File: config.mk
export PLATFORM = sky130hd
export DESIGN_NAME = multicycle_control_unit_flat
export DESIGN_NICKNAME = d
export VERILOG_FILES = /design/src/rtl/multicycle_control_unit_if.sv /design/src/rtl/multicycle_control_unit.sv /design/src/flat_wrapper.sv
export SDC_FILE = /design/constraint.sdc
export NUM_CORES = 1
export LEC_CHECK = 0
export ABC_AREA = 1
export BUFFER_PORTS_ARGS = -buffer_cell sky130_fd_sc_hd__buf_2
export CAP_MARGIN = 20
export CORE_MARGIN = 3
export CORE_UTILIZATION = 35
export DETAILED_ROUTE_END_ITERATION = 16
export HOLD_SLACK_MARGIN = 0.05
export MAX_ROUTING_LAYER = met4
export PLACE_DENSITY_LB_ADDON = 0.1
export SYNTH_ARGS = -nofsm -noshare
export SYNTH_HDL_FRONTEND = slang
export SYNTH_SLANG_ARGS = --single-unit
File: constraint.sdc
create_clock -name clk -period 1.2 [get_ports clk]
set_input_delay 0.12 -clock clk [delete_from_list [all_inputs] [get_ports clk]]
set_output_delay 0.12 -clock clk [all_outputs]
set_load 0.1 [all_outputs]
File: src/rtl/multicycle_control_unit_if.sv
// Control/datapath bundle for the multicycle MIPS control unit.
//   Instruction, Zero, MemReady : datapath -> control (IR contents, ALU zero flag, memory ready)
//   PCEn..ALUControl            : control  -> datapath enables and mux selects
//   IllegalOp                   : one-cycle pulse on an unsupported opcode/funct
//   StateDbg                    : current FSM state encoding
// master = control unit side, slave = datapath side.
interface multicycle_control_unit_if #(
  parameter int INSTR_W  = 32,
  parameter int ALUCTL_W = 3
);
  logic [INSTR_W-1:0]  Instruction;
  logic                Zero;
  logic                MemReady;
  logic                PCEn;
  logic                IorD;
  logic                MemWrite;
  logic                IRWrite;
  logic                RegDst;
  logic                MemtoReg;
  logic                RegWrite;
  logic                ALUSrcA;
  logic [1:0]          ALUSrcB;
  logic [1:0]          PCSrc;
  logic [ALUCTL_W-1:0] ALUControl;
  logic                IllegalOp;
  logic [3:0]          StateDbg;

  modport master (
    input  Instruction, Zero, MemReady,
    output PCEn, IorD, MemWrite, IRWrite, RegDst, MemtoReg, RegWrite,
           ALUSrcA, ALUSrcB, PCSrc, ALUControl, IllegalOp, StateDbg
  );

  modport slave (
    output Instruction, Zero, MemReady,
    input  PCEn, IorD, MemWrite, IRWrite, RegDst, MemtoReg, RegWrite,
           ALUSrcA, ALUSrcB, PCSrc, ALUControl, IllegalOp, StateDbg
  );
endinterface

File: src/rtl/multicycle_control_unit.sv
// Moore control FSM for a multicycle MIPS datapath (shared memory, IR, A/B/ALUOut).
// Ports: clk (rising edge), rst (synchronous, active high), bus (master modport of
// multicycle_control_unit_if carrying IR/flags in and datapath enables out).
// Optional feature macro: MCU_MUL_EN builds the MULWAIT state and its cycle counter
// so funct 011100 runs a MUL_CYCLES-long multiply; without it that funct is illegal.
//
// state      | meaning
// FETCH   0  | read instruction at PC, PC+4, wait for MemReady
// DECODE  1  | decode opcode, branch target into ALUOut
// MEMADR  2  | compute load/store address
// MEMRD   3  | memory read, wait for MemReady
// MEMWB   4  | write MDR to rt
// MEMWR   5  | memory write, wait for MemReady
// EXEC    6  | R-type ALU operation
// ALUWB   7  | write ALUOut to rd
// ADDIEX  8  | A + SignImm
// ADDIWB  9  | write ALUOut to rt
// BRANCH 10  | compare A/B, take branch on Zero
// JUMP   11  | load jump target
// MULWAIT 12 | multiply in progress (MCU_MUL_EN only)
module multicycle_control_unit #(
  parameter int INSTR_W    = 32,
  parameter int ALUCTL_W   = 3,
  parameter int MUL_CYCLES = 4
) (
  input logic                      clk,
  input logic                      rst,
  multicycle_control_unit_if.master bus
);
  typedef enum logic [3:0] {
`ifdef MCU_MUL_EN
    S_MULWAIT = 4'd12,
`endif
    S_FETCH   = 4'd0,
    S_DECODE  = 4'd1,
    S_MEMADR  = 4'd2,
    S_MEMRD   = 4'd3,
    S_MEMWB   = 4'd4,
    S_MEMWR   = 4'd5,
    S_EXEC    = 4'd6,
    S_ALUWB   = 4'd7,
    S_ADDIEX  = 4'd8,
    S_ADDIWB  = 4'd9,
    S_BRANCH  = 4'd10,
    S_JUMP    = 4'd11
  } state_t;

  localparam logic [5:0] OP_LW   = 6'b100011;
  localparam logic [5:0] OP_SW   = 6'b101011;
  localparam logic [5:0] OP_R    = 6'b000000;
  localparam logic [5:0] OP_ADDI = 6'b001000;
  localparam logic [5:0] OP_BEQ  = 6'b000100;
  localparam logic [5:0] OP_J    = 6'b000010;

  localparam logic [ALUCTL_W-1:0] ALU_AND = ALUCTL_W'(3'b000);
  localparam logic [ALUCTL_W-1:0] ALU_OR  = ALUCTL_W'(3'b001);
  localparam logic [ALUCTL_W-1:0] ALU_ADD = ALUCTL_W'(3'b010);
  localparam logic [ALUCTL_W-1:0] ALU_SUB = ALUCTL_W'(3'b100);
  localparam logic [ALUCTL_W-1:0] ALU_SLT = ALUCTL_W'(3'b110);

  state_t state;
  logic [5:0] opcode;
  logic [5:0] funct;
  logic       funct_ok;
  logic [ALUCTL_W-1:0] funct_alu;

  assign opcode = bus.Instruction[INSTR_W-1 -: 6];
  assign funct  = bus.Instruction[5:0];

  // rs/rt/rd/shamt fields are consumed by the datapath, not by control
  logic unused_instr_fields;
  assign unused_instr_fields = ^bus.Instruction[INSTR_W-7:6];

`ifdef MCU_MUL_EN
  localparam logic [ALUCTL_W-1:0] ALU_MUL = ALUCTL_W'(3'b101);
  localparam int CNT_W = (MUL_CYCLES > 1) ? $clog2(MUL_CYCLES) : 1;
  logic [CNT_W-1:0] mul_cnt;
  logic             funct_mul;
`else
  logic unused_mul_cycles;
  assign unused_mul_cycles = (MUL_CYCLES != 0);
`endif

  always_comb begin
    funct_ok  = 1'b1;
    funct_alu = ALU_ADD;
`ifdef MCU_MUL_EN
    funct_mul = 1'b0;
`endif
    case (funct)
      6'b100100: funct_alu = ALU_AND;
      6'b100101: funct_alu = ALU_OR;
      6'b100000: funct_alu = ALU_ADD;
      6'b100010: funct_alu = ALU_SUB;
      6'b101010: funct_alu = ALU_SLT;
`ifdef MCU_MUL_EN
      6'b011100: begin
        funct_alu = ALU_MUL;
        funct_mul = 1'b1;
      end
`endif
      default:   funct_ok = 1'b0;
    endcase
  end

  always_ff @(posedge clk) begin
    if (rst) begin
      state <= S_FETCH;
`ifdef MCU_MUL_EN
      mul_cnt <= '0;
`endif
    end else begin
      case (state)
        S_FETCH:  if (bus.MemReady) state <= S_DECODE;
        S_DECODE: begin
          case (opcode)
            OP_LW, OP_SW: state <= S_MEMADR;
            OP_R:         state <= S_EXEC;
            OP_ADDI:      state <= S_ADDIEX;
            OP_BEQ:       state <= S_BRANCH;
            OP_J:         state <= S_JUMP;
            default:      state <= S_FETCH;
          endcase
        end
        S_MEMADR: state <= (opcode == OP_SW) ? S_MEMWR : S_MEMRD;
        S_MEMRD:  if (bus.MemReady) state <= S_MEMWB;
        S_MEMWR:  if (bus.MemReady) state <= S_FETCH;
        S_EXEC: begin
`ifdef MCU_MUL_EN
          if (funct_mul && MUL_CYCLES > 1) begin
            state   <= S_MULWAIT;
            mul_cnt <= CNT_W'(MUL_CYCLES - 1);
          end else
`endif
          state <= funct_ok ? S_ALUWB : S_FETCH;
        end
`ifdef MCU_MUL_EN
        // down-counter: remaining MULWAIT cycles including this one
        S_MULWAIT: begin
          if (mul_cnt <= CNT_W'(1)) begin
            state   <= S_ALUWB;
            mul_cnt <= '0;
          end else begin
            mul_cnt <= mul_cnt - CNT_W'(1);
          end
        end
`endif
        S_ADDIEX: state <= S_ADDIWB;
        default:  state <= S_FETCH;
      endcase
    end
  end

  logic pcen, iord, memwrite, irwrite, regdst, memtoreg, regwrite, alusrca, illegal;
  logic [1:0] alusrcb, pcsrc;
  logic [ALUCTL_W-1:0] aluctl;

  always_comb begin
    pcen     = 1'b0;
    iord     = 1'b0;
    memwrite = 1'b0;
    irwrite  = 1'b0;
    regdst   = 1'b0;
    memtoreg = 1'b0;
    regwrite = 1'b0;
    alusrca  = 1'b0;
    alusrcb  = 2'b00;
    pcsrc    = 2'b00;
    aluctl   = ALU_ADD;
    illegal  = 1'b0;
    case (state)
      S_FETCH: begin
        alusrcb = 2'b01;
        irwrite = bus.MemReady;
        pcen    = bus.MemReady;
      end
      S_DECODE: begin
        alusrcb = 2'b11;
        illegal = !(opcode inside {OP_LW, OP_SW, OP_R, OP_ADDI, OP_BEQ, OP_J});
      end
      S_MEMADR, S_ADDIEX: begin
        alusrca = 1'b1;
        alusrcb = 2'b10;
      end
      S_MEMRD:  iord = 1'b1;
      S_MEMWB: begin
        memtoreg = 1'b1;
        regwrite = 1'b1;
      end
      S_MEMWR: begin
        iord     = 1'b1;
        memwrite = 1'b1;
      end
      S_EXEC: begin
        alusrca = 1'b1;
        aluctl  = funct_alu;
        illegal = !funct_ok;
      end
      S_ALUWB: begin
        regdst   = 1'b1;
        regwrite = 1'b1;
      end
      S_ADDIWB: regwrite = 1'b1;
      S_BRANCH: begin
        alusrca = 1'b1;
        aluctl  = ALU_SUB;
        pcsrc   = 2'b01;
        pcen    = bus.Zero;
      end
      S_JUMP: begin
        pcsrc = 2'b10;
        pcen  = 1'b1;
      end
`ifdef MCU_MUL_EN
      S_MULWAIT: begin
        alusrca = 1'b1;
        aluctl  = ALU_MUL;
      end
`endif
      default: ;
    endcase
    // reset overrides the current state so an aborted instruction writes nothing
    if (rst) begin
      pcen     = 1'b0;
      memwrite = 1'b0;
      irwrite  = 1'b0;
      regwrite = 1'b0;
    end
  end

  assign bus.PCEn       = pcen;
  assign bus.IorD       = iord;
  assign bus.MemWrite   = memwrite;
  assign bus.IRWrite    = irwrite;
  assign bus.RegDst     = regdst;
  assign bus.MemtoReg   = memtoreg;
  assign bus.RegWrite   = regwrite;
  assign bus.ALUSrcA    = alusrca;
  assign bus.ALUSrcB    = alusrcb;
  assign bus.PCSrc      = pcsrc;
  assign bus.ALUControl = aluctl;
  assign bus.IllegalOp  = illegal;
  assign bus.StateDbg   = state;
endmodule
File: src/flat_wrapper.sv
// flat-port wrapper written by rule: the top's interface ports become plain ports
module multicycle_control_unit_flat 
#(
  parameter int INSTR_W    = 32,
  parameter int ALUCTL_W   = 3,
  parameter int MUL_CYCLES = 4
)
  (clk, rst, bus_Instruction, bus_Zero, bus_MemReady, bus_PCEn, bus_IorD, bus_MemWrite, bus_IRWrite, bus_RegDst, bus_MemtoReg, bus_RegWrite, bus_ALUSrcA, bus_ALUSrcB, bus_PCSrc, bus_ALUControl, bus_IllegalOp, bus_StateDbg);
  multicycle_control_unit_if #(.INSTR_W(INSTR_W), .ALUCTL_W(ALUCTL_W)) bus_i ();
  input logic clk;
  input logic rst;
  input wire logic [$bits(bus_i.Instruction)-1:0] bus_Instruction;
  input wire logic [$bits(bus_i.Zero)-1:0] bus_Zero;
  input wire logic [$bits(bus_i.MemReady)-1:0] bus_MemReady;
  output wire logic [$bits(bus_i.PCEn)-1:0] bus_PCEn;
  output wire logic [$bits(bus_i.IorD)-1:0] bus_IorD;
  output wire logic [$bits(bus_i.MemWrite)-1:0] bus_MemWrite;
  output wire logic [$bits(bus_i.IRWrite)-1:0] bus_IRWrite;
  output wire logic [$bits(bus_i.RegDst)-1:0] bus_RegDst;
  output wire logic [$bits(bus_i.MemtoReg)-1:0] bus_MemtoReg;
  output wire logic [$bits(bus_i.RegWrite)-1:0] bus_RegWrite;
  output wire logic [$bits(bus_i.ALUSrcA)-1:0] bus_ALUSrcA;
  output wire logic [$bits(bus_i.ALUSrcB)-1:0] bus_ALUSrcB;
  output wire logic [$bits(bus_i.PCSrc)-1:0] bus_PCSrc;
  output wire logic [$bits(bus_i.ALUControl)-1:0] bus_ALUControl;
  output wire logic [$bits(bus_i.IllegalOp)-1:0] bus_IllegalOp;
  output wire logic [$bits(bus_i.StateDbg)-1:0] bus_StateDbg;
  assign bus_i.Instruction = bus_Instruction;
  assign bus_i.Zero = bus_Zero;
  assign bus_i.MemReady = bus_MemReady;
  assign bus_PCEn = bus_i.PCEn;
  assign bus_IorD = bus_i.IorD;
  assign bus_MemWrite = bus_i.MemWrite;
  assign bus_IRWrite = bus_i.IRWrite;
  assign bus_RegDst = bus_i.RegDst;
  assign bus_MemtoReg = bus_i.MemtoReg;
  assign bus_RegWrite = bus_i.RegWrite;
  assign bus_ALUSrcA = bus_i.ALUSrcA;
  assign bus_ALUSrcB = bus_i.ALUSrcB;
  assign bus_PCSrc = bus_i.PCSrc;
  assign bus_ALUControl = bus_i.ALUControl;
  assign bus_IllegalOp = bus_i.IllegalOp;
  assign bus_StateDbg = bus_i.StateDbg;
  multicycle_control_unit #(.INSTR_W(INSTR_W), .ALUCTL_W(ALUCTL_W), .MUL_CYCLES(MUL_CYCLES)) u_core (.clk(clk), .rst(rst), .bus(bus_i));
endmodule
==> qor.json, run 1 <==
{
  "run_status": "did not finish",
  "last-stage-reached": "clock tree synthesis",
  "stop_error": "[ERROR DPL-0038] Utilization greater than 100%, impossible to legalize",
  "cts_root_buffer": "sky130_fd_sc_hd__clkbuf_4",
  "die-height_um": 47.51,
  "cts_inserted_buffers": 3,
  "floorplan.initialDensity": 0.3868,
  "die_width_um": 47.51,
  "gp_congestion": 0.9087,
  "synth_top_area_frac": 0.1432,
  "synth-warning-count": 0,
  "ys_top_cells_by_area": "sky130_fd_sc_hd__nor2_1, sky130_fd_sc_hd__inv_1, sky130_fd_sc_hd__nand2_1, sky130_fd_sc_hd__dfxtp_1, sky130_fd_sc_hd__nand3_1",
  "place_area_sq_um": 1484,
  "synth.cell_area_sq_um": 603.1,
  "number_of_synthesized_flops_with_an_enable_pin": 0,
  "postSynth.topFlopCell": "sky130_fd_sc_hd__dfxtp_1",
  "synth_fp_nets": 150,
  "yosysSeqAreaShare": 0.1328,
  "hpwlAfterDp_um": 3125,
  "yosysTopAreaCell": "sky130_fd_sc_hd__nor2_1",
  "ys_top_cells_by_count": "sky130_fd_sc_hd__nor2_1, sky130_fd_sc_hd__inv_1, sky130_fd_sc_hd__nand2_1",
  "cts.sinks": 4,
  "count_of_unique_library_cells_instantiated_by_yosys": 22,
  "clock_tree.htree_level_count": 1,
  "port_buffers": 35,
  "synth-seq-cells": 4,
  "async_flop_share": 0,
  "cts_setup_buffers": 7,
  "synth.most_common_cell": "sky130_fd_sc_hd__nor2_1",
  "synth_area_per_cell_sq_um": 5.290,
  "cts_repair_resize_count": 32,
  "pin_count": 56,
  "rows": 14,
  "clock_tree.buffer_depth": 2,
  "holdBufCountCts": 0,
  "synthCells": 114
}
==> cells by family after synthesis <==
| group | synth area share |
|---|---|
| buf+inv | 0.1618 |
| flops | 0.1328 |
| compound gates | 0.1328 |
| simple gates | 0.5726 |
==> metrics by stage <==
step	setup WS (ns)	cells
floorplan	-1.021	114
global placement	-0.1249	187
detailed placement	-0.2091	187
==> run 2: changes to the inputs <==
--- a/config.mk
+++ b/config.mk
@@ -8,12 +8,10 @@
 export ABC_AREA = 1
 export BUFFER_PORTS_ARGS = -buffer_cell sky130_fd_sc_hd__buf_2
 export CAP_MARGIN = 20
-export CORE_MARGIN = 3
-export CORE_UTILIZATION = 35
+export CORE_AREA = 3 3 64 66
 export DETAILED_ROUTE_END_ITERATION = 16
-export HOLD_SLACK_MARGIN = 0.05
-export MAX_ROUTING_LAYER = met4
-export PLACE_DENSITY_LB_ADDON = 0.1
+export DIE_AREA = 0 0 67 69
+export PLACE_DENSITY_LB_ADDON = 0.15
 export SYNTH_ARGS = -nofsm -noshare
 export SYNTH_HDL_FRONTEND = slang
 export SYNTH_SLANG_ARGS = --single-unit
==> run 2 against run 1 <==
  * Area after synthesis did not move
  * Synthesized cell count is the same
  * The flow now finishes, with violations (setup timing)
==> qor.json, run 2 <==
{
  "synth_fp_nets": {"value": 150, "change": "unchanged"},
  "synth_area_per_cell": {"value": 5.290, "unit": "sq um", "change": "unchanged"},
  "critical_path_required_ns": 1.08,
  "dpl_worst_slack": {"value": -0.1756, "unit": "ns", "change": "+0.03353 ns"},
  "cp-end-kind": "output port",
  "postSynth.topFlopCell": "sky130_fd_sc_hd__dfxtp_1",
  "ant_nets": 0,
  "path_common_cell": "sky130_fd_sc_hd__nor2_4",
  "drc_errors_left": 0,
  "final.fill_count": 363,
  "pin_count": {"value": 56, "change": "unchanged"},
  "fin_worst_skew_ns": 0.004392,
  "instances_no_fill": 234,
  "synth-seq-cells": {"value": 4, "change": "unchanged"},
  "grt_max_degree": 9,
  "clock_power_share": 0.242,
  "rows": {"value": 22, "change": "+8"},
  "timing.critical_path.cells": "inv_4, nor2_4, inv_4, nor2_4, nor2_4, a31o_4, buf_12",
  "ys_top_cells_by_area": "sky130_fd_sc_hd__nor2_1, sky130_fd_sc_hd__inv_1, sky130_fd_sc_hd__nand2_1, sky130_fd_sc_hd__dfxtp_1, sky130_fd_sc_hd__nand3_1",
  "worst_skew_pair.late_latency_ns": 0.22,
  "viasPerCell": 4.154,
  "post_drt_wl_per_cell_um": 10.66,
  "placeableCoreArea_sq_um": 3633,
  "placedCellCount": {"value": 220, "change": "+18%"},
  "power_density_nw_per_um2": 639.5,
  "layout-area-overhead-vs-synth_pct": 200.6,
  "count_of_final_hold_check_violations": 0,
  "worst-setup-path-type": "reg -> out",
  "crit_path_start_kind": "flip-flop",
  "cts.sinks": {"value": 4, "change": "unchanged"},
  "ir_drop_worst_vdd_mv": 0.2880,
  "drt-total-wl_um": 2495,
  "layout_commonest_cell": "sky130_fd_sc_hd__buf_4",
  "clock_tree.buffer_depth": {"value": 2, "change": "unchanged"},
  "global_route_wire_length_before_repair_um": 4250,
  "number_of_synthesized_flops_with_an_enable_pin": {"value": 0, "change": "unchanged"},
  "design.final.nets": 224,
  "slew_violations": 0,
  "count_of_unique_library_cells_instantiated_by_yosys": {"value": 22, "change": "unchanged"},
  "fmax_mhz": 657.9,
  "cts_root_buffer": "sky130_fd_sc_hd__clkbuf_8",
  "finalCriticalPeriod_ns": 1.520,
  "gp_congestion": {"value": 0.8553, "change": "-5.9%"},
  "power.sequential.fraction": 0.138,
  "layout.cells.most_common_list": "sky130_fd_sc_hd__buf_4, sky130_fd_sc_hd__buf_12, sky130_fd_sc_hd__inv_1, sky130_fd_sc_hd__buf_2, sky130_fd_sc_hd__nand2_1",
  "worst-endpoint-arrival_ns": 1.40,
  "ys_top_cells_by_count": "sky130_fd_sc_hd__nor2_1, sky130_fd_sc_hd__inv_1, sky130_fd_sc_hd__nand2_1",
  "power_switching_share": 0.4401,
  "synthCells": {"value": 114, "change": "unchanged"},
  "port_buffers": {"value": 35, "change": "unchanged"},
  "yosysSeqAreaShare": {"value": 0.1328, "change": "unchanged"},
  "cts_inserted_buffers": {"value": 3, "change": "unchanged"},
  "die-height": {"value": 69, "unit": "um", "change": "+45%"},
  "n_antenna_cell": 0,
  "flip_flop_count_of_the_largest_register_after_layout": 4,
  "crit_path_max_fanout": 4,
  "class_of_the_worst_hold_path": "in -> reg",
  "timing.max_slew.rel_slack": 0.6880,
  "die_footprint_sq_um": 4623,
  "drive_above_1_share": 0.6882,
  "die_width": {"value": 67, "unit": "um", "change": "+41%"},
  "power_report.internal_total_uw": 649.1,
  "clock_tree.htree_level_count": {"value": 1, "change": "unchanged"},
  "p_sw_uw": 510.3,
  "first_global_vias": 968,
  "yosysTopAreaCell": "sky130_fd_sc_hd__nor2_1",
  "num_vias": 972,
  "power_uw": 1159,
  "cts.clk_slew.worst_paths_ns": 0.03,
  "rsz0062_at_grt": "yes",
  "tritoncts": "done",
  "run_status": "finished with violations",
  "dr.first_iter.drc_count": 18,
  "slowest_stage": "sky130_fd_sc_hd__dfxtp_4",
  "synth.most_common_cell": "sky130_fd_sc_hd__nor2_1",
  "hpwlAfterDp": {"value": 1958, "unit": "um", "change": "-37%"},
  "synth-warning-count": {"value": 0, "change": "unchanged"},
  "worst_path_largest_cell_delay_ns": 0.36,
  "overflow": 0,
  "synth_top_area_frac": {"value": 0.1432, "change": "unchanged"},
  "power.static_leakage_uw": 0.0008348,
  "max_cap_viol_count": 0,
  "synth.cell_area": {"value": 603.1, "unit": "sq um", "change": "unchanged"},
  "antenna_found_initial": 0,
  "tightest_slew_ns": 0.4640,
  "floorplan.initialDensity": {"value": 0.1660, "change": "-0.2209"},
  "async_flop_share": {"value": 0, "change": "unchanged"},
  "final_min_period_over_clock_period": 1.267,
  "finalSetupViolCount": 19,
  "fin_ws_ns": -0.3200,
  "power.share.combinational": 0.620,
  "global_route_usage_over_all_layers": 0.1169,
  "violations": "setup timing",
  "drtPass1Iterations": 4
}
run 2: power groups by stage:
stage | clock [uW] | combinational (uW) | sequential [uW]
after global placement | 0 | 620 | 159
after floorplan | 0 | 327 | 204
final | 281 | 718 | 160
after global routing | 306 | 760 | 162
after detailed placement | 0 | 626 | 159
after CTS | 293 | 694 | 159
run 2: path summary, 6_finish.rpt:
check,endpoint,from,slack (ns),depth (start not counted)
setup / recovery,bus_ALUControl[1],u_core.bus.StateDbg[3],-0.32,7
hold reg to reg,u_core.bus.StateDbg[3],u_core.bus.StateDbg[2],0.68,3
hold / removal,u_core.bus.StateDbg[0],rst,0.24,2
setup reg to reg,u_core.bus.StateDbg[0],u_core.bus.StateDbg[0],-0.16,10
run 2: through the flow:
step           setup TNS, ns  cell area [sq um]  hold slack (ns)  utilization
2_1_floorplan         -9.178              830.8           0.1733            -
3_3_place_gp          -1.383               1556           0.4605       0.4284
3_5_place_dp          -1.414               1556           0.4582       0.4284
4_1_cts               -4.552               1740           0.2294       0.4790
5_1_grt               -5.763               1813           0.2464       0.4990
6_report              -4.412               1813           0.2417       0.4990
run 2: kinds of logic after synthesis:
kind of cell | synth area share
flip-flops | 0.1328
AND/OR/NAND/NOR | 0.5726
AO/OA/AOI/OAI | 0.1328
buffers and inverters | 0.1618
run 2: timing repair:
item	4_1_cts	5_1_grt
endpoints found under the setup margin	19	19
resized for setup	21	12
hold buffers	0	0
pin swaps	16	13
buffers inserted	7	5
run 2: layer usage:
| metal | part of all wire | vias to the layer above | routed length, um | global-route usage |
|---|---|---|---|---|
| li1 | - | 506 | - | - |
| met5 | 0 | - | 0 | 0 |
| met3 | 0.061 | 0 | 151 | 0.02769 |
| met1 | 0.36 | 441 | 903 | 0.1339 |
| met4 | 0 | 0 | 0 | 0.02027 |
| met2 | 0.58 | 25 | 1441 | 0.2151 |
run 2: layout make-up:
| type | instances | area, sq um | share of cell area |
|---|---|---|---|
| clock buffer | 3 | 41.29 | 0.02277 |
| inverter | 23 | 112.6 | 0.06211 |
| multi-input combinational | 86 | 706.9 | 0.3899 |
| sequential | 4 | 95.09 | 0.05245 |
| tap | 48 | 60.06 | 0.03313 |
| timing repair buffer | 70 | 797.0 | 0.4396 |
run 2: worst max-delay path, delay by kind of cell, from the launching register on:
| kind | cells | cell delay, ns |
|---|---|---|
| AOI/OAI and AO/OA | 1 | 0.21 |
| buffers and inverters | 3 | 0.27 |
| DFF | 1 | 0.36 |
| and+or+nand+nor | 3 | 0.33 |
Note: power is estimated with default switching activity, not from simulation.
